## config.mk

```make
export PLATFORM = sky130hd
export DESIGN_NAME = ram_rd_stream_ctrl
export DESIGN_NICKNAME = d
export VERILOG_FILES = /design/src/rtl/ram_rd_stream_pkg.sv /design/src/rtl/rd_stream_skid_fifo.sv /design/src/rtl/ram_rd_stream_ctrl.sv
export SDC_FILE = /design/constraint.sdc
export NUM_CORES = 1
export LEC_CHECK = 0
export CAP_MARGIN = 20
export CORE_MARGIN = 2
export CORE_UTILIZATION = 35
export DETAILED_ROUTE_END_ITERATION = 8
export PLACE_DENSITY = 0.54
export SLEW_MARGIN = 20
export SYNTH_ARGS = -nofsm -noshare
export SYNTH_HDL_FRONTEND = slang
export SYNTH_SLANG_ARGS = --single-unit
```

## constraint.sdc

```tcl
create_clock -name clk -period 3.94 [get_ports clk]
set_input_delay 0.394 -clock clk [delete_from_list [all_inputs] [get_ports clk]]
set_output_delay 0.394 -clock clk [all_outputs]
set_load 0.005 [all_outputs]
```

## src/rtl/ram_rd_stream_pkg.sv

```systemverilog
// rtl/ram_rd_stream_pkg.sv - shared types and helpers for the RAM read stream controller
package ram_rd_stream_pkg;

   typedef enum logic [2:0] {IDLE, RUN, FLUSH, DRAIN, DONE} state_t;

   localparam int C_MIN_TAG_W = 1;

   function automatic int clog2(input int value);
      int r = 0;
      for (int i = 0; i < 31; i++) begin
         if ((1 << i) < value) r = i + 1;
      end
      return r;
   endfunction

   // One tag bit per RAM output pipeline stage.
   function automatic int tag_width(input int latency);
      return (latency < C_MIN_TAG_W) ? C_MIN_TAG_W : latency;
   endfunction

endpackage

```

## src/rtl/rd_stream_skid_fifo.sv

```systemverilog
// rtl/rd_stream_skid_fifo.sv - first-word-fall-through skid FIFO for the read stream
module rd_stream_skid_fifo
   import ram_rd_stream_pkg::*;
#(
   parameter int DEPTH = 4,
   parameter int WIDTH = 32,
   localparam int PW = (clog2(DEPTH) > 0) ? clog2(DEPTH) : 1,
   localparam int CW = clog2(DEPTH) + 1
) (
   input  logic             clk,
   input  logic             rst,
   input  logic             push,
   input  logic [WIDTH-1:0] push_data,
   input  logic             pop,
   output logic [WIDTH-1:0] pop_data,
   output logic [CW-1:0]    count,
   output logic             empty,
   output logic             full
);

   logic [WIDTH-1:0] mem [DEPTH];
   logic [PW-1:0]    wr_ptr, rd_ptr;
   logic             do_push, do_pop;

   assign empty    = (count == '0);
   assign full     = (count == CW'(DEPTH));
   assign do_push  = push && !full;
   assign do_pop   = pop && !empty;
   assign pop_data = mem[rd_ptr];

   always_ff @(posedge clk or posedge rst) begin
      if (rst) begin
         wr_ptr <= '0;
         rd_ptr <= '0;
         count  <= '0;
      end else begin
         if (do_push) wr_ptr <= (wr_ptr == PW'(DEPTH - 1)) ? '0 : wr_ptr + PW'(1);
         if (do_pop)  rd_ptr <= (rd_ptr == PW'(DEPTH - 1)) ? '0 : rd_ptr + PW'(1);
         if (do_push && !do_pop)      count <= count + CW'(1);
         else if (!do_push && do_pop) count <= count - CW'(1);
      end
   end

   always_ff @(posedge clk) begin
      if (do_push) mem[wr_ptr] <= push_data;
   end

   always_ff @(posedge clk) begin
      if (!rst) assert (!(push && full));
   end

endmodule

```

## src/rtl/ram_rd_stream_ctrl.sv

```systemverilog
// rtl/ram_rd_stream_ctrl.sv - burst read sequencer turning RAM reads into a valid/ready stream
module ram_rd_stream_ctrl
   import ram_rd_stream_pkg::*;
#(
   parameter int C_RAM_RD_WIDTH = 32,
   parameter int C_RAM_RD_DEPTH = 1024,
   parameter int C_RD_LATENCY   = 3,
   parameter int C_SKID_DEPTH   = 4,
   localparam int AW = clog2(C_RAM_RD_DEPTH),
   localparam int NW = AW + 1
) (
   input  logic                      clk,
   input  logic                      rst,
   input  logic                      start,
   input  logic [AW-1:0]             base_addr,
   input  logic [NW-1:0]             num_words,
   output logic                      busy,
   output logic                      done,
   output logic [AW-1:0]             rdAddr,
   output logic                      rden,
   input  logic [C_RAM_RD_WIDTH-1:0] ram_dout,
   output logic                      m_valid,
   input  logic                      m_ready,
   output logic [C_RAM_RD_WIDTH-1:0] m_data,
   output logic                      m_last
);

   localparam int TW  = tag_width(C_RD_LATENCY);
   localparam int FCW = clog2(C_SKID_DEPTH) + 1;
   localparam int SW  = clog2(C_SKID_DEPTH + C_RD_LATENCY + 2) + 1;
   localparam int LW  = clog2(C_RD_LATENCY) + 1;

   state_t                    state, state_nx;
   logic [AW-1:0]             addr_q;
   logic [NW-1:0]             issue_left, out_left;
   logic [LW-1:0]             flush_left;
   logic [TW-1:0]             tag, tag_nx;
   logic                      push_pending, issue_real, credit_ok, pop, last_accept;
   logic [SW-1:0]             inflight_real, credit_need;
   logic [FCW-1:0]            fifo_count;
   logic                      fifo_empty, fifo_full;
   logic [C_RAM_RD_WIDTH-1:0] fifo_data;

   // Top tag bit marks a real word now on ram_dout; it is pushed on the next edge.
   assign push_pending = tag[TW-1];
   assign issue_real   = (state == RUN);
   assign rdAddr       = addr_q;
   assign m_valid      = !fifo_empty;
   assign m_data       = m_valid ? fifo_data : '0;
   assign m_last       = m_valid && (out_left == NW'(1));
   assign pop          = m_valid && m_ready;
   assign last_accept  = pop && (out_left == NW'(1));

   always_comb begin
      inflight_real = '0;
      for (int i = 0; i < TW - 1; i++) inflight_real = inflight_real + SW'(tag[i]);
      credit_need = SW'(fifo_count) + SW'(push_pending) + inflight_real + SW'(issue_real);
      credit_ok   = !fifo_full && (credit_need <= SW'(C_SKID_DEPTH));
   end

   always_comb begin
      tag_nx       = tag;
      tag_nx[TW-1] = 1'b0;
      if (rden) begin
         for (int i = TW - 1; i > 0; i--) tag_nx[i] = tag[i-1];
         tag_nx[0] = issue_real;
      end
   end

   always_ff @(posedge clk or posedge rst) begin
      if (rst) state <= IDLE;
      else     state <= state_nx;
   end

   always_comb begin
      state_nx = state;
      busy     = 1'b0;
      done     = 1'b0;
      rden     = 1'b0;
      case (state)
         IDLE: begin
            if (start) state_nx = (num_words == '0) ? DONE : RUN;
         end
         RUN: begin
            busy = 1'b1;
            rden = credit_ok;
            if (credit_ok && issue_left == NW'(1))
               state_nx = (C_RD_LATENCY > 1) ? FLUSH : DRAIN;
         end
         FLUSH: begin
            busy = 1'b1;
            rden = credit_ok;
            if (credit_ok && flush_left == LW'(1)) state_nx = DRAIN;
         end
         DRAIN: begin
            busy = 1'b1;
            if ((fifo_empty && out_left == '0) || last_accept) state_nx = DONE;
         end
         DONE: begin
            done     = 1'b1;
            state_nx = IDLE;
         end
         default: state_nx = IDLE;
      endcase
   end

   always_ff @(posedge clk or posedge rst) begin
      if (rst) begin
         addr_q     <= '0;
         issue_left <= '0;
         out_left   <= '0;
         flush_left <= '0;
         tag        <= '0;
      end else begin
         tag <= tag_nx;
         if (state == IDLE && start) begin
            addr_q     <= base_addr;
            issue_left <= num_words;
            out_left   <= num_words;
            flush_left <= LW'(C_RD_LATENCY - 1);
         end else begin
            // rdAddr stays on the last real address through the dummy pulses.
            if (rden && issue_real) begin
               issue_left <= issue_left - NW'(1);
               if (issue_left != NW'(1)) addr_q <= addr_q + AW'(1);
            end
            if (rden && !issue_real) flush_left <= flush_left - LW'(1);
            if (pop) out_left <= out_left - NW'(1);
         end
      end
   end

   rd_stream_skid_fifo #(
      .DEPTH (C_SKID_DEPTH),
      .WIDTH (C_RAM_RD_WIDTH)
   ) u_skid_fifo (
      .clk       (clk),
      .rst       (rst),
      .push      (push_pending),
      .push_data (ram_dout),
      .pop       (pop),
      .pop_data  (fifo_data),
      .count     (fifo_count),
      .empty     (fifo_empty),
      .full      (fifo_full)
   );

endmodule

```

==> results.txt, run 1 <==
- Run status: completed
- Met3 global-route usage: 3.47%
* Clk sink count: 176
- Cell type with the largest total area after synthesis: edfxtp_1
- Via-per-instance ratio: 5.11
- Total global routing track utilization: 14.9%
* Data required, critical path: 3.55 ns
* Worst-path fanout max: 3
- Hold Vio Cnt, Final: 0
* Final critical-path share of the clock period: 90.3%
* Highest-utilization routing layer at the global route stage: met2
- Number of global-route vias before repair: 4,849
* Total grt overflow: 0
- In the final routed layout, each cell accounts on average for 18.1 um.
- Fraction of the yosys area taken by sequential cells: 65.6%
- TritonCTS built the clock tree.
* Final cell count without fillers: 916
* CTS HTree Levels: 4
- The worst-case IR drop observed on VDD is 348 uV.
* Total inserted antenna cells: 0
- The die covers 23,200 um^2.
* Placeable core region: 21,700 um^2
- The clock passes through at most 2 buffers.
* Antenna violations before repair: 0
- In this run, CTS created clock tree buffers numbering 17.
* CP Capture Type: output port
* Final-report max-slew violation count: 0
* Initial DRC Count: 271
* Setup Skew: 0.0125 ns
* Global-route met1 utilization: 19.5%
* Number of warnings printed during yosys synthesis: 0
* Clock slew seen by the registers of the worst setup and hold paths: 0.08 ns
- Share of layout cells above drive strength 1: 15.3%
- Total of endpoints with negative setup slack in the final report: 0
- The smallest clock period supported by the final layout is computed as 3.56 ns.
* Vert. Die Dim: 152 um
- First-pass iteration count of the detailed router: 5
- Residual DRC: 0
* Areal power density over the cells: 772 nW/um^2
- Peak clock frequency supported by timing: 0.281 GHz
- Among all flip-flop cells after synthesis, the most frequent one is edfxtp_1.
- By count the netlist is led by edfxtp_1 (128), dfrtp_1 (48), and2_1 (40), mux4_2 (32), nor2_1 (32).
- Headroom to the max-slew limit came out at 36.4%.
- Sort of element at the start of the critical path: register
- Entering global routing, the biggest net connects 37 pins.
- Number of placed instances with taps included: 882
* Fin Setup TNS: 0 ns
* I/O pin cnt: 104
- Antenna Nets Post-Route: 0
- Dividing the synthesized area by the synthesized cell count gives 15.0 um^2.
- Synthesis inferred 176 register bits.
- The worst hold path belongs to the class primary input to asynchronous set/reset pin.
* Measured slew at the worst slew-check pin: 0.954 ns
* Main area contributors after synthesis: edfxtp_1 (50%), dfrtp_1 (16%), mux4_2 (9.4%)
- Across the run, the number of max-cap violations was 0.
* Count of hold-fix buffers inserted at cts: 0
- In this run, distinct cell masters in the synthesized netlist total 49.
- Total number of vias: 4,677
- From left edge to right edge, the die measures 152 um.
- At the end of the flow, the number of nets in the layout was 698.
- The cell count after synthesis came out at 512.
- The synthesized design devotes to its leading area cell type 50.0% of total area.
- The first global-routing pass estimated 26,800 um of wire.
- Once the floorplan was initialized, standard cells occupied 35.5% of the core.
* Total half-perimeter wirelength after legalization and detailed placement: 10,900 um
- Worst skew pair latency: 0.44 ns
* Cell chosen for the clock root: clkbuf_16
- Number of standard-cell rows in the floorplan: 54
* Most common cell in the netlist: edfxtp_1
- Global routing used 24.6% of the available met2 tracks.
- Proportion of register bits with asynchronous set or reset after synthesis: 27.3%
* Routability congestion estimate: 0.816
- Relative to the synthesized area, the layout overhead comes to 27.0%.
* Number of enable flip-flop cells after synthesis: 128
- Nets in the synthesized netlist: 587
* DRT Wirelength: 16,600 um
- Data arrives at the worst endpoint at 3.16 ns.
- In this run the static leakage power is 3.39 nW.
* Synth Cell Area: 7690 um^2
- Count of buffers inserted at the top-level ports: 103
- Crit Path Class: register to output port
* RSZ-0062 raised after global routing: no
## final timing paths
kind,cells past startpoint,start,endpoint,slack (ns)
worst max-delay path,11,state[2]$_DFFE_PP0P_,rden,0.38
worst min-delay path,2,rst,rdAddr[0]$_DFFE_PP0P_,0.36
worst max register to register,11,state[2]$_DFFE_PP0P_,rdAddr[6]$_DFFE_PP0P_,0.55
worst min register to register,1,flush_left[2]$_DFFE_PP0P_,flush_left[2]$_DFFE_PP0P_,0.50
max in group asynchronous,3,rst,u_skid_fifo.rd_ptr[0]$_DFFE_PP0P_,2.76
min in group clk,1,flush_left[2]$_DFFE_PP0P_,flush_left[2]$_DFFE_PP0P_,0.50
## layout by cell type (no fill, tap or decap), types with 4 or more instances in the layout
cell               n
and2_2             4
xor2_1            14
nor4_1             7
nand4_1            8
xnor2_1            9
clkdlybuf4s50_1  102
buf_4             10
a31oi_1            7
or4_1              4
nand3_1           11
nor2_1            32
ha_1              14
clkbuf_16         17
inv_1             16
o21ai_0           19
nor3_1             9
or3_1              7
mux4_2            32
and2_1            36
inv_8              4
dfrtp_1           46
clkinv_8           8
a21oi_1           13
nand2_1           23
edfxtp_1         128
## kinds of logic (layout without fill, tap and decap cells)
logic type      Yosys count  count (layout)  share of synthesized area (%)
simple gates            161             161                           11.5
flops                   176             176                           65.6
buf+inv                  39             163                           1.98
compound gates           57              57                           4.83
xor+xnor                 23              23                           2.62
mux                      38              38                           10.2
fa+ha+maj                18              18                           3.32
## routing by layer
metal	vias to the layer above	wire [um]
met5	-	0
met4	0	223
met3	19	728
met2	115	8470
met1	2374	7190
li1	2169	-
## timing repair
item / 4_1_cts / 5_1_grt
buffers inserted: 1 / 1
gates resized for setup: 4 / 4
endpoints found under the setup margin: 1 / 1
pin swaps: 0 / 2
## cell type report
| cell class | instances | area [um^2] |
|---|---|---|
| Inverter | 17 | 63.8 |
| Timing Repair Buffer | 114 | 1130 |
| Tap cell | 280 | 350 |
| Clock buffer | 17 | 425 |
| Fill cell | 1897 | 11900 |
| Clock inverter | 15 | 201 |
| Sequential cell | 176 | 5050 |
| Multi-Input combinational cell | 297 | 2550 |
## critical path, stage by stage (launching register included)
cell and delay (ns):
dfrtp_1 0.38, or3b_4 0.40, inv_1 0.08, fa_1 0.42
fa_2 0.37, inv_1 0.08, fa_1 0.41, nand2b_1 0.16
nand3_2 0.13, nand2_4 0.11, nor3_4 0.05, dlymetal6s2s_1 0.16
## report_power, final
part / internal [W] / total (W) / switching, W
Clock: 0.000871 / 0.00170 / 0.000829
Combinational: 0.00166 / 0.00305 / 0.00138
Sequential: 0.00238 / 0.00279 / 0.000410
Total: 0.00491 / 0.00754 / 0.00262
## per-stage QoR
step | hold slack (ns) | total power, W | utilization (%) | setup slack, ns | cell area [um^2]
floorplan | 0.446 | 0.00448 | - | 0.737 | 7690
global route | 0.417 | 0.00803 | 45.0 | 0.277 | 9760
detailed placement | 0.484 | 0.00579 | 41.9 | 0.251 | 9090
CTS | 0.373 | 0.00759 | 44.9 | 0.0227 | 9740
finish | 0.355 | 0.00754 | 45.0 | 0.383 | 9760
global placement | 0.483 | 0.00570 | 41.9 | 0.342 | 9090
## flip-flops by register name, indices dropped and copies added, names as in the netlist
register and count:
u_skid_fifo.rd_ptr 2, rdAddr 10, issue_left 11, u_skid_fifo.wr_ptr 2, flush_left 3, tag 3, state 3, out_left 11
u_skid_fifo.count 3, u_skid_fifo.mem 128
Power figures use the tool's default switching activity.
==> inputs of run 2 (changes only) <==
--- a/config.mk
+++ b/config.mk
@@ -5,6 +5,7 @@
 export SDC_FILE = /design/constraint.sdc
 export NUM_CORES = 1
 export LEC_CHECK = 0
+export ABC_CLOCK_PERIOD_IN_PS = 3940
 export CAP_MARGIN = 20
 export CORE_MARGIN = 2
 export CORE_UTILIZATION = 35
==> results of run 2 <==
Same layout as run 1: the final DEF is identical, and so are final timing and power.
